<file path="src/rtl/simon_pkg.sv">
// Shared SIMON constants, helpers and the key-unroll state type.
package simon_pkg;

   localparam int SIMON64_96_N = 32;
   localparam int SIMON64_96_T = 42;

   typedef enum logic [0:0] {
      IDLE = 1'b0,
      EMIT = 1'b1
   } key_unroll_state_t;

   function automatic logic [61:0] rev62(input logic [61:0] s);
      logic [61:0] r;
      for (int i = 0; i < 62; i++) begin
         r[i] = s[61-i];
      end
      return r;
   endfunction

   // Literals are written in publication order; stored so that bit k = z[k].
   localparam logic [61:0] Z0 = rev62(62'b11111010001001010110000111001101111101000100101011000011100110);
   localparam logic [61:0] Z1 = rev62(62'b10001110111110010011000010110101000111011111001001100001011010);
   localparam logic [61:0] Z2 = rev62(62'b10101111011100000011010010011000101000010001111110010110110011);
   localparam logic [61:0] Z3 = rev62(62'b11011011101011000110010111100000010010001010011100110100001111);
   localparam logic [61:0] Z4 = rev62(62'b11010001111001101011011000100000010111000011001010010011101111);

   function automatic logic [63:0] key_const(input int unsigned n);
      return (64'd1 << n) - 64'd4;
   endfunction

   function automatic logic [63:0] ror(input logic [63:0] word, input int unsigned amount,
                                       input int unsigned width);
      logic [63:0] r;
      for (int unsigned i = 0; i < 64; i++) begin
         if (i < width) begin
            r[i] = word[(i + amount) % width];
         end else begin
            r[i] = 1'b0;
         end
      end
      return r;
   endfunction

endpackage

</file>
<file path="src/rtl/simon_key_step_inv.sv">
// Combinational inverse of one SIMON (M=3) key-schedule step: recovers rk[i-3].
module simon_key_step_inv
   import simon_pkg::*;
#(
   parameter int N = 32
) (
   input  logic [N-1:0] rk_i,
   input  logic [N-1:0] rk_im1,
   input  logic         z_bit,
   output logic [N-1:0] rk_im3
);

   logic [63:0] c_s;
   logic [63:0] r3_s;
   logic [63:0] r4_s;

   assign c_s  = key_const(N);
   assign r3_s = ror(64'(rk_im1), 3, N);
   assign r4_s = ror(64'(rk_im1), 4, N);

   assign rk_im3 = rk_i ^ c_s[N-1:0] ^ {{(N-1){1'b0}}, z_bit} ^ r3_s[N-1:0] ^ r4_s[N-1:0];

endmodule

</file>
<file path="src/rtl/simon_key_unroll_chk.sv">
// Elaboration-time parameter checks for simon_key_unroll.
module simon_key_unroll_chk #(
   parameter int M = 3,
   parameter int T = 42
) ();

   if (M != 3 || T < 4 || T > 62) begin : g_bad_params
      $fatal(1, "simon_key_unroll: requires M == 3 and 4 <= T <= 62");
   end

endmodule

</file>
<file path="src/rtl/simon_key_unroll.sv">
// Streams SIMON round keys rk[T-1]..rk[0] by running the key recurrence backwards.
// Optional self-check against the master key: define SIMON_KEY_UNROLL_CHECK_EN.
module simon_key_unroll
   import simon_pkg::*;
#(
   parameter int          N     = SIMON64_96_N,
   parameter int          M     = 3,
   parameter int          T     = SIMON64_96_T,
   parameter logic [61:0] Z_SEQ = Z2
) (
   input  logic           clk,
   input  logic           rst,
   input  logic           load_valid,
   output logic           load_ready,
   input  logic [3*N-1:0] last_keys,
   output logic           rk_valid,
   input  logic           rk_ready,
   output logic [N-1:0]   rk_data,
   output logic [5:0]     rk_index,
   output logic           rk_last,
   output logic           busy
`ifdef SIMON_KEY_UNROLL_CHECK_EN
   ,
   input  logic [3*N-1:0] master_key,
   output logic           chk_done,
   output logic           chk_fail
`endif
);

   key_unroll_state_t state_q, state_d;
   logic [N-1:0] w2_q, w2_d, w1_q, w1_d, w0_q, w0_d;
   logic [5:0]   idx_q, idx_d, zc_q, zc_d;
   logic         load_ready_q, load_ready_d;
   logic         rk_valid_q, rk_valid_d;
   logic         rk_last_q, rk_last_d;
   logic         busy_q, busy_d;
   logic [N-1:0] w0_next_s;
   logic         hs_s, ld_s;

   simon_key_unroll_chk #(.M(M), .T(T)) u_param_chk ();

   simon_key_step_inv #(.N(N)) u_step (
      .rk_i   (w2_q),
      .rk_im1 (w1_q),
      .z_bit  (Z_SEQ[zc_q]),
      .rk_im3 (w0_next_s)
   );

   assign hs_s = rk_valid_q && rk_ready;
   assign ld_s = load_valid && load_ready_q;

   // Window shift and next-state; the window is w2=rk[idx], w1=rk[idx-1], w0=rk[idx-2].
   always_comb begin
      state_d = state_q;
      w2_d    = w2_q;
      w1_d    = w1_q;
      w0_d    = w0_q;
      idx_d   = idx_q;
      zc_d    = zc_q;
      case (state_q)
         IDLE: begin
            if (ld_s) begin
               w2_d    = last_keys[3*N-1:2*N];
               w1_d    = last_keys[2*N-1:N];
               w0_d    = last_keys[N-1:0];
               idx_d   = 6'(T - 1);
               zc_d    = 6'(T - 4);
               state_d = EMIT;
            end else begin
               state_d = IDLE;
            end
         end
         EMIT: begin
            if (hs_s) begin
               if (idx_q == 6'd0) begin
                  state_d = IDLE;
               end else begin
                  w2_d  = w1_q;
                  w1_d  = w0_q;
                  idx_d = idx_q - 6'd1;
                  if (idx_q >= 6'd3) begin
                     w0_d = w0_next_s;
                     zc_d = (zc_q == 6'd0) ? 6'd61 : (zc_q - 6'd1);
                  end else begin
                     w0_d = '0;
                  end
               end
            end else begin
               state_d = EMIT;
            end
         end
         default: begin
            state_d = IDLE;
         end
      endcase
      load_ready_d = (state_d == IDLE);
      rk_valid_d   = (state_d == EMIT);
      busy_d       = (state_d == EMIT);
      rk_last_d    = (state_d == EMIT) && (idx_d == 6'd0);
   end

   // State, window and output registers.
   always_ff @(posedge clk or posedge rst) begin
      if (rst) begin
         state_q      <= IDLE;
         w2_q         <= '0;
         w1_q         <= '0;
         w0_q         <= '0;
         idx_q        <= 6'd0;
         zc_q         <= 6'd0;
         load_ready_q <= 1'b1;
         rk_valid_q   <= 1'b0;
         rk_last_q    <= 1'b0;
         busy_q       <= 1'b0;
      end else begin
         state_q      <= state_d;
         w2_q         <= w2_d;
         w1_q         <= w1_d;
         w0_q         <= w0_d;
         idx_q        <= idx_d;
         zc_q         <= zc_d;
         load_ready_q <= load_ready_d;
         rk_valid_q   <= rk_valid_d;
         rk_last_q    <= rk_last_d;
         busy_q       <= busy_d;
      end
   end

   assign load_ready = load_ready_q;
   assign rk_valid   = rk_valid_q;
   assign rk_data    = w2_q;
   assign rk_index   = idx_q;
   assign rk_last    = rk_last_q;
   assign busy       = busy_q;

`ifdef SIMON_KEY_UNROLL_CHECK_EN
   logic [3*N-1:0] mk_q, mk_d;
   logic           mis_q, mis_d;
   logic           chk_done_q, chk_done_d;
   logic           chk_fail_q, chk_fail_d;
   logic [N-1:0]   mk_word_s;
   logic           word_mis_s;

   // Recovered rk[0..2] must reproduce the captured master key words.
   always_comb begin
      case (idx_q[1:0])
         2'd2:    mk_word_s = mk_q[3*N-1:2*N];
         2'd1:    mk_word_s = mk_q[2*N-1:N];
         default: mk_word_s = mk_q[N-1:0];
      endcase
      word_mis_s = (w2_q != mk_word_s);
      mk_d       = mk_q;
      mis_d      = mis_q;
      chk_done_d = 1'b0;
      chk_fail_d = chk_fail_q;
      if (ld_s) begin
         mk_d       = master_key;
         mis_d      = 1'b0;
         chk_fail_d = 1'b0;
      end else if (hs_s && (idx_q <= 6'd2)) begin
         mis_d = mis_q | word_mis_s;
         if (idx_q == 6'd0) begin
            chk_done_d = 1'b1;
            chk_fail_d = mis_q | word_mis_s;
         end else begin
            chk_done_d = 1'b0;
         end
      end else begin
         mis_d = mis_q;
      end
   end

   // Check result registers.
   always_ff @(posedge clk or posedge rst) begin
      if (rst) begin
         mk_q       <= '0;
         mis_q      <= 1'b0;
         chk_done_q <= 1'b0;
         chk_fail_q <= 1'b0;
      end else begin
         mk_q       <= mk_d;
         mis_q      <= mis_d;
         chk_done_q <= chk_done_d;
         chk_fail_q <= chk_fail_d;
      end
   end

   assign chk_done = chk_done_q;
   assign chk_fail = chk_fail_q;
`endif

endmodule

</file>
<file path="config.mk">
export PLATFORM = sky130hd
export DESIGN_NAME = simon_key_unroll
export DESIGN_NICKNAME = d
export VERILOG_FILES = /design/src/rtl/simon_pkg.sv /design/src/rtl/simon_key_step_inv.sv /design/src/rtl/simon_key_unroll_chk.sv /design/src/rtl/simon_key_unroll.sv
export SDC_FILE = /design/constraint.sdc
export NUM_CORES = 1
export LEC_CHECK = 0
export BUFFER_PORTS_ARGS = -buffer_cell sky130_fd_sc_hd__buf_2
export CORE_MARGIN = 3
export CORE_UTILIZATION = 40
export CTS_CLUSTER_DIAMETER = 100
export DETAILED_ROUTE_END_ITERATION = 12
export GPL_TIMING_DRIVEN = 1
export PLACE_DENSITY_LB_ADDON = 0.2
export RECOVER_POWER = 25
export SLEW_MARGIN = 25
export SYNTH_ARGS = -nofsm -noshare
export SYNTH_HDL_FRONTEND = slang
export SYNTH_SLANG_ARGS = --single-unit
</file>
<file path="constraint.sdc">
create_clock -name clk -period 5.2 [get_ports clk]
set_clock_uncertainty 0.1 [all_clocks]
set_input_delay 1.04 -clock clk [delete_from_list [all_inputs] [get_ports clk]]
set_output_delay 1.04 -clock clk [all_outputs]
set_load 0.01 [all_outputs]
</file>
==> metrics.yaml, run 1 <==
fillers: 1340
setup_viol: 0
min_period_ns: 3.49
ys_warn_count: 0
cts_setup_buffers: 0
synth_cell_types: 47
grt_pass1_vias: 4735
arrival_ns: 2.99
synth_area_mm2: 0.00590
synthCells: 574
gp_congestion: 0.814
power.total_mw: 4.50
hold_buffers: 0
power_frac_seq_pct: 39.2
ys_ff_latch: 111
antenna_found_initial: 1
clkSlewWorstSetupHoldPaths_ns: 0.07
wl_mm: 14.9
clkSinkCount: 111
rr_worst_depth: 6
end_kind: "async pin"
yosys.area_share.simple_pct: 9.09
htree_levels: 3
ctsResizeCount: 0
final.period_utilization_pct: 67.1
status: "finished with violations"
drv_slew: 73
viasPerCell: 5.27
path_buf_inv: 2
design.die.area_mm2: 0.0163
track_usage_pct: 18.8
setup.worst_path.start_class: "input port"
tightest_slew_ns: 3.23
worst_skew_pair.late_latency_ns: 0.36
syn_area_per_cell_um2: 10.3
multiInputGateArea_mm2: 0.00279
peakVddDrop_v: 0.000241
die_y_um: 127
synthFlopType: "dfrtp_1"
die_w_um: 127
area_growth_syn_to_layout_pct: 18.5
cp_max_fo: 72
synth_edf_count: 0
cp.required_ns: 4.70
cts-root-buf: "clkbuf_16"
muxShareOfSynthArea_pct: 11.4
slowest_delay_ns: 1.79
n_antenna_cell: 0
firstDrtPassIters: 5
wl_per_cell_um: 17.0
grt_pass1_wl_mm: 24.3
clock_path_buffers: 2
switching_power_mw: 1.83
synthArstFlopShare_pct: 100
worstSetupPathType: "in2async"
hp-class: "reg2reg"
combPwrFrac_pct: 44.2
regArea_mm2: 0.00278
max_cap_violations: 1
grt_max_degree: 87
hold_path_depth: 2
max_slew_margin_pct: -117
crit_family: "buffers and inverters"
cts_tree: "yes"
p_leak_nw: 3.65
grt-ovfl-total: 0
ios: 142
synth_top_family_by_area: "compound AO/OA/AOI/OAI gates"
switching_share_pct: 40.6
grt_setup_unrepaired: "false"
pwr-share-clk_pct: 16.5
hold_ws_ns: 0.391
synthAdderAreaFrac_pct: 1.70
setup_tns_ns: 0
synth_compound_area_share_pct: 14.8
ys_seq_area_share_pct: 47.1
cp_slowest_cell: "clkinvlp_2"
rows: 43
failed_checks: "max-capacitance violations, max-slew violations"
drtAntennaViolNets: 0
power_density_mw_per_mm2: 644
max_freq_mhz: 287
initial_utilization_pct: 41.7
synthesis.nets: 682
p_int_mw: 2.67
crit_cells: 2
synth_xor_area_share_pct: 10.1
dr_total_vias: 4640
core_mm2: 0.0141
drc: 0
io_buffers: 141
numCtsBuffers: 9
layout.nets: 803
hold_viol: 0
layout-drive-gt1-share_pct: 25.6
drtIter0Drc: 376
crit_chain: "buf_2, clkinvlp_2"
dp_hpwl_mm: 10.2
final timing paths:
check                                startpoint                      end  slack [ns]
setup / recovery                            rst           busy$_DFF_PP0_        1.71
hold / removal             w0_q[22]$_DFFE_PP0P_     w0_q[22]$_DFFE_PP0P_        0.39
setup reg to reg                 busy$_DFF_PP0_        rk_last$_DFF_PP0_        2.28
hold reg to reg            w0_q[22]$_DFFE_PP0P_     w0_q[22]$_DFFE_PP0P_        0.39
max in group clk                     load_valid        rk_last$_DFF_PP0_        2.07
min in group asynchronous                   rst  rk_data[23]$_DFFE_PP0P_        1.50
flip-flops by register name, indices dropped and copies added (netlist names):
name        flops
rk_data        32
w0_q           32
w1_q           32
rk_index        6
zc_q            6
busy            1
load_ready      1
rk_last         1
stage by stage:
stage | setup WS (ns) | instance area, µm² | util [%] | instances
floorplan | 1.13 | 5900 | - | 574
global placement | 1.73 | 6680 | 47.2 | 864
detailed placement | 1.70 | 6680 | 47.2 | 864
CTS | 2.07 | 7000 | 49.4 | 880
global route | 1.14 | 7000 | 49.4 | 880
finish | 1.71 | 7000 | 49.4 | 880
logic make-up after synthesis:
group           Yosys count
compound gates          131
simple gates            117
flops                   111
buf+inv                  73
xor+xnor                 68
mux                      66
fa+ha+maj                 8
layout by cell type, fill, tap and decap left out, types with 2 or more instances in the layout:
cell type  instances
a211o_1            2
a21oi_1           11
a222oi_1          28
a31oi_1            7
buf_2            141
buf_4              5
clkbuf_16          9
clkbuf_8           3
clkinv_4           2
dfrtp_1          109
ha_1               8
inv_1             35
mux2i_1           65
nand2_1           80
nand2b_1           2
nand3_1            2
nand4_1            2
nor2_1            12
nor2_4             2
nor2b_1            4
nor3_1             3
o21ai_0           73
or2_2              2
xnor2_1           36
xor2_1            32
final cells by class:
class,count,area share (%)
multi-input combinational,390,39.8
timing repair buffer,146,10.6
inverter,37,2.00
sequential,111,39.8
tap,180,3.22
clock buffer,12,3.81
clock inverter,4,0.751
synthesized netlist by cell type, types with 2 or more instances:
library cell	instances	area [µm²]
a211o_1	2	17.5
a21oi_1	11	55.1
a222oi_1	28	280
a31oi_1	7	43.8
buf_2	18	90.1
buf_4	3	22.5
buf_6	5	56.3
clkbuf_1	9	33.8
dfrtp_1	110	2750
ha_1	8	100
inv_1	36	135
mux2i_1	65	651
nand2_1	80	300
nand2b_1	2	12.5
nand3_1	2	10.0
nand4_1	2	12.5
nor2_1	12	45.0
nor2b_1	4	25.0
nor3_1	3	15.0
o21ai_0	73	365
or2_2	2	12.5
xnor2_1	36	315
xor2_1	32	280
per-layer routing:
layer  wire length [µm]  GRT usage (%)
met5                 13              0
met4                165           5.24
met3               1010           4.56
met2               6840           29.4
met1               6900           26.1
power by group through the flow:
stage | combinational, mW | clock [mW] | sequential, mW
6_report | 1.99 | 0.744 | 1.77
5_1_grt | 2.27 | 0.792 | 1.83
4_1_cts | 2.02 | 0.759 | 1.77
3_5_place_dp | 2.01 | 0 | 1.78
3_3_place_gp | 1.95 | 0 | 1.76
2_1_floorplan | 1.58 | 0 | 1.67
(Power assumes the default switching activity.)
==> run 2: changes to the inputs <==
==> constraint.sdc (replaced) <==
create_clock -name clk -period 3.35 [get_ports clk]
set_clock_uncertainty 0.1 [all_clocks]
set_input_delay 0.67 -clock clk [delete_from_list [all_inputs] [get_ports clk]]
set_output_delay 0.67 -clock clk [all_outputs]
set_load 0.01 [all_outputs]
==> run 2 against run 1 <==
The run still ends with max-capacitance violations, max-slew violations left. Combinational power increased by 60%. Count of clock-buffer cells in the layout decreased by 2. Non-clock buffer count increased by 3. Via count increased by 1.5%. Final cell count increased by 0.34%. Cell area increased by 0.61%.
==> metrics.yaml, run 2 (same netlist as run 1, synthesis figures left out) <==
wl_per_cell_um: 17.2
failed_checks: "max-capacitance violations, max-slew violations"
end_kind: "flip-flop"
grt_pass1_wl_mm: 24.6
htree_levels: 3
die_w_um: 127
critPathLaunch: "rk_index[5]$_DFF_PP0_"
power_density_mw_per_mm2: 997
numCtsBuffers: 9
switching_power_mw: 2.87
worstSetupPathType: "reg2reg"
ios: 142
drtAntennaViolNets: 0
setup_viol: 0
clock_path_buffers: 2
dr_total_vias: 4710
p_leak_nw: 3.66
worst_skew_pair.late_latency_ns: 0.35
fillers: 1368
final.period_utilization_pct: 70.5
hold_viol: 0
cp_max_fo: 41
max_slew_margin_pct: -13.2
cts-root-buf: "clkbuf_16"
grt-ovfl-total: 0
initial_utilization_pct: 41.7
cts_tree: "yes"
n_antenna_cell: 0
crit_chain: "nor4_2, and2_2, nor2_4, nor2_8, buf_12, a32oi_1, nor4b_2"
drtIter0Drc: 410
drc: 0
firstDrtPassIters: 8
arrival_ns: 2.53
design.die.area_mm2: 0.0163
p_int_mw: 4.15
cts_setup_buffers: 0
setup.worst_path.start_class: "flip-flop"
setup_tns_ns: 0
tightest_slew_ns: 1.70
gp_congestion: 0.863
final_cell_mix: "buf_2, dfrtp_1, nand2_1"
peakVddDrop_v: 0.000528
track_usage_pct: 18.9
drv_slew: 68
antenna_found_initial: 1
clkSlewWorstSetupHoldPaths_ns: 0.08
min_period_ns: 2.36
max_cap_violations: 1
status: "finished with violations"
grt_pass1_vias: 4747
grt_max_degree: 68
hold_buffers: 0
stdcell_count: 883
die_y_um: 127
rows: 43
layout-drive-gt1-share_pct: 25.9
wl_mm: 15.2
grt_setup_unrepaired: "false"
final_common_cell: "buf_2"
cp_slowest_cell: "dfrtp_1"
final_util_pct: 49.7
r2r-start: "rk_index[5]$_DFF_PP0_"
layout.nets: 806
slowest_delay_ns: 0.49
combPwrFrac_pct: 45.3
io_buffers: 141
hp-class: "reg2reg"
place_ws_ns: 0.993
max_freq_mhz: 423
ctsResizeCount: 0
min_from: "w0_q[30]$_DFFE_PP0P_"
pwr-share-clk_pct: 15.8
place_inst: 867
dp_hpwl_mm: 10.6
power_frac_seq_pct: 38.8
viasPerCell: 5.33
switching_share_pct: 40.9
setup_slack_ns: 0.987
area_growth_syn_to_layout_pct: 19.2
core_mm2: 0.0141
cp.required_ns: 3.52
clkSinkCount: 111
[run 2: final timing paths]
path,end,slack [ns],depth (start not counted)
worst max-delay path,rk_last$_DFF_PP0_,0.99,7
worst min-delay path,w0_q[30]$_DFFE_PP0P_,0.39,2
worst max register to register,rk_last$_DFF_PP0_,0.99,7
worst min register to register,w0_q[30]$_DFFE_PP0P_,0.39,2
max in group asynchronous,w0_q[17]$_DFFE_PP0P_,1.28,3
min in group asynchronous,w0_q[4]$_DFFE_PP0P_,0.61,3
[run 2: final cells by class]
class	instances	area, µm²	share of cell area [%]
Tap cell	180	225	3.20
Inverter	37	140	1.99
Multi-Input combinational cell	390	2790	39.6
Timing Repair Buffer	149	798	11.3
Sequential cell	111	2780	39.5
Clock buffer	10	239	3.40
Clock inverter	6	67.6	0.960
[run 2: worst max-delay path, delay by kind of cell, from the launching register on]
kind                   cells  cell delay, ns
AND/OR/NAND/NOR            5            1.30
buffers and inverters      1            0.26
AO/OA/AOI/OAI              1            0.11
flip-flops                 1            0.49
[run 2: power groups by stage]
stage / combinational, mW / clock, mW / sequential (mW)
after global placement: 3.11 / 0 / 2.71
after floorplan: 2.46 / 0 / 2.59
after detailed placement: 3.20 / 0 / 2.74
after CTS: 3.22 / 1.15 / 2.72
after global routing: 3.58 / 1.21 / 2.82
final: 3.18 / 1.11 / 2.72
[run 2: layer usage]
layer / share of wire, % / wire length, µm / GRT usage (%)
met5: 0.086 / 13 / 0
met4: 0.84 / 128 / 4.10
met3: 6.6 / 1010 / 5.35
met2: 48 / 7290 / 30.9
met1: 44 / 6760 / 25.2
[run 2: metrics by stage]
stage | total power, mW | hold WS, ns | cell area (µm²)
2_1_floorplan | 5.05 | 0.350 | 5910
3_3_place_gp | 5.82 | 0.372 | 6740
3_5_place_dp | 5.95 | 0.379 | 6740
4_1_cts | 7.09 | 0.398 | 7050
5_1_grt | 7.61 | 0.416 | 7040
6_report | 7.02 | 0.389 | 7040
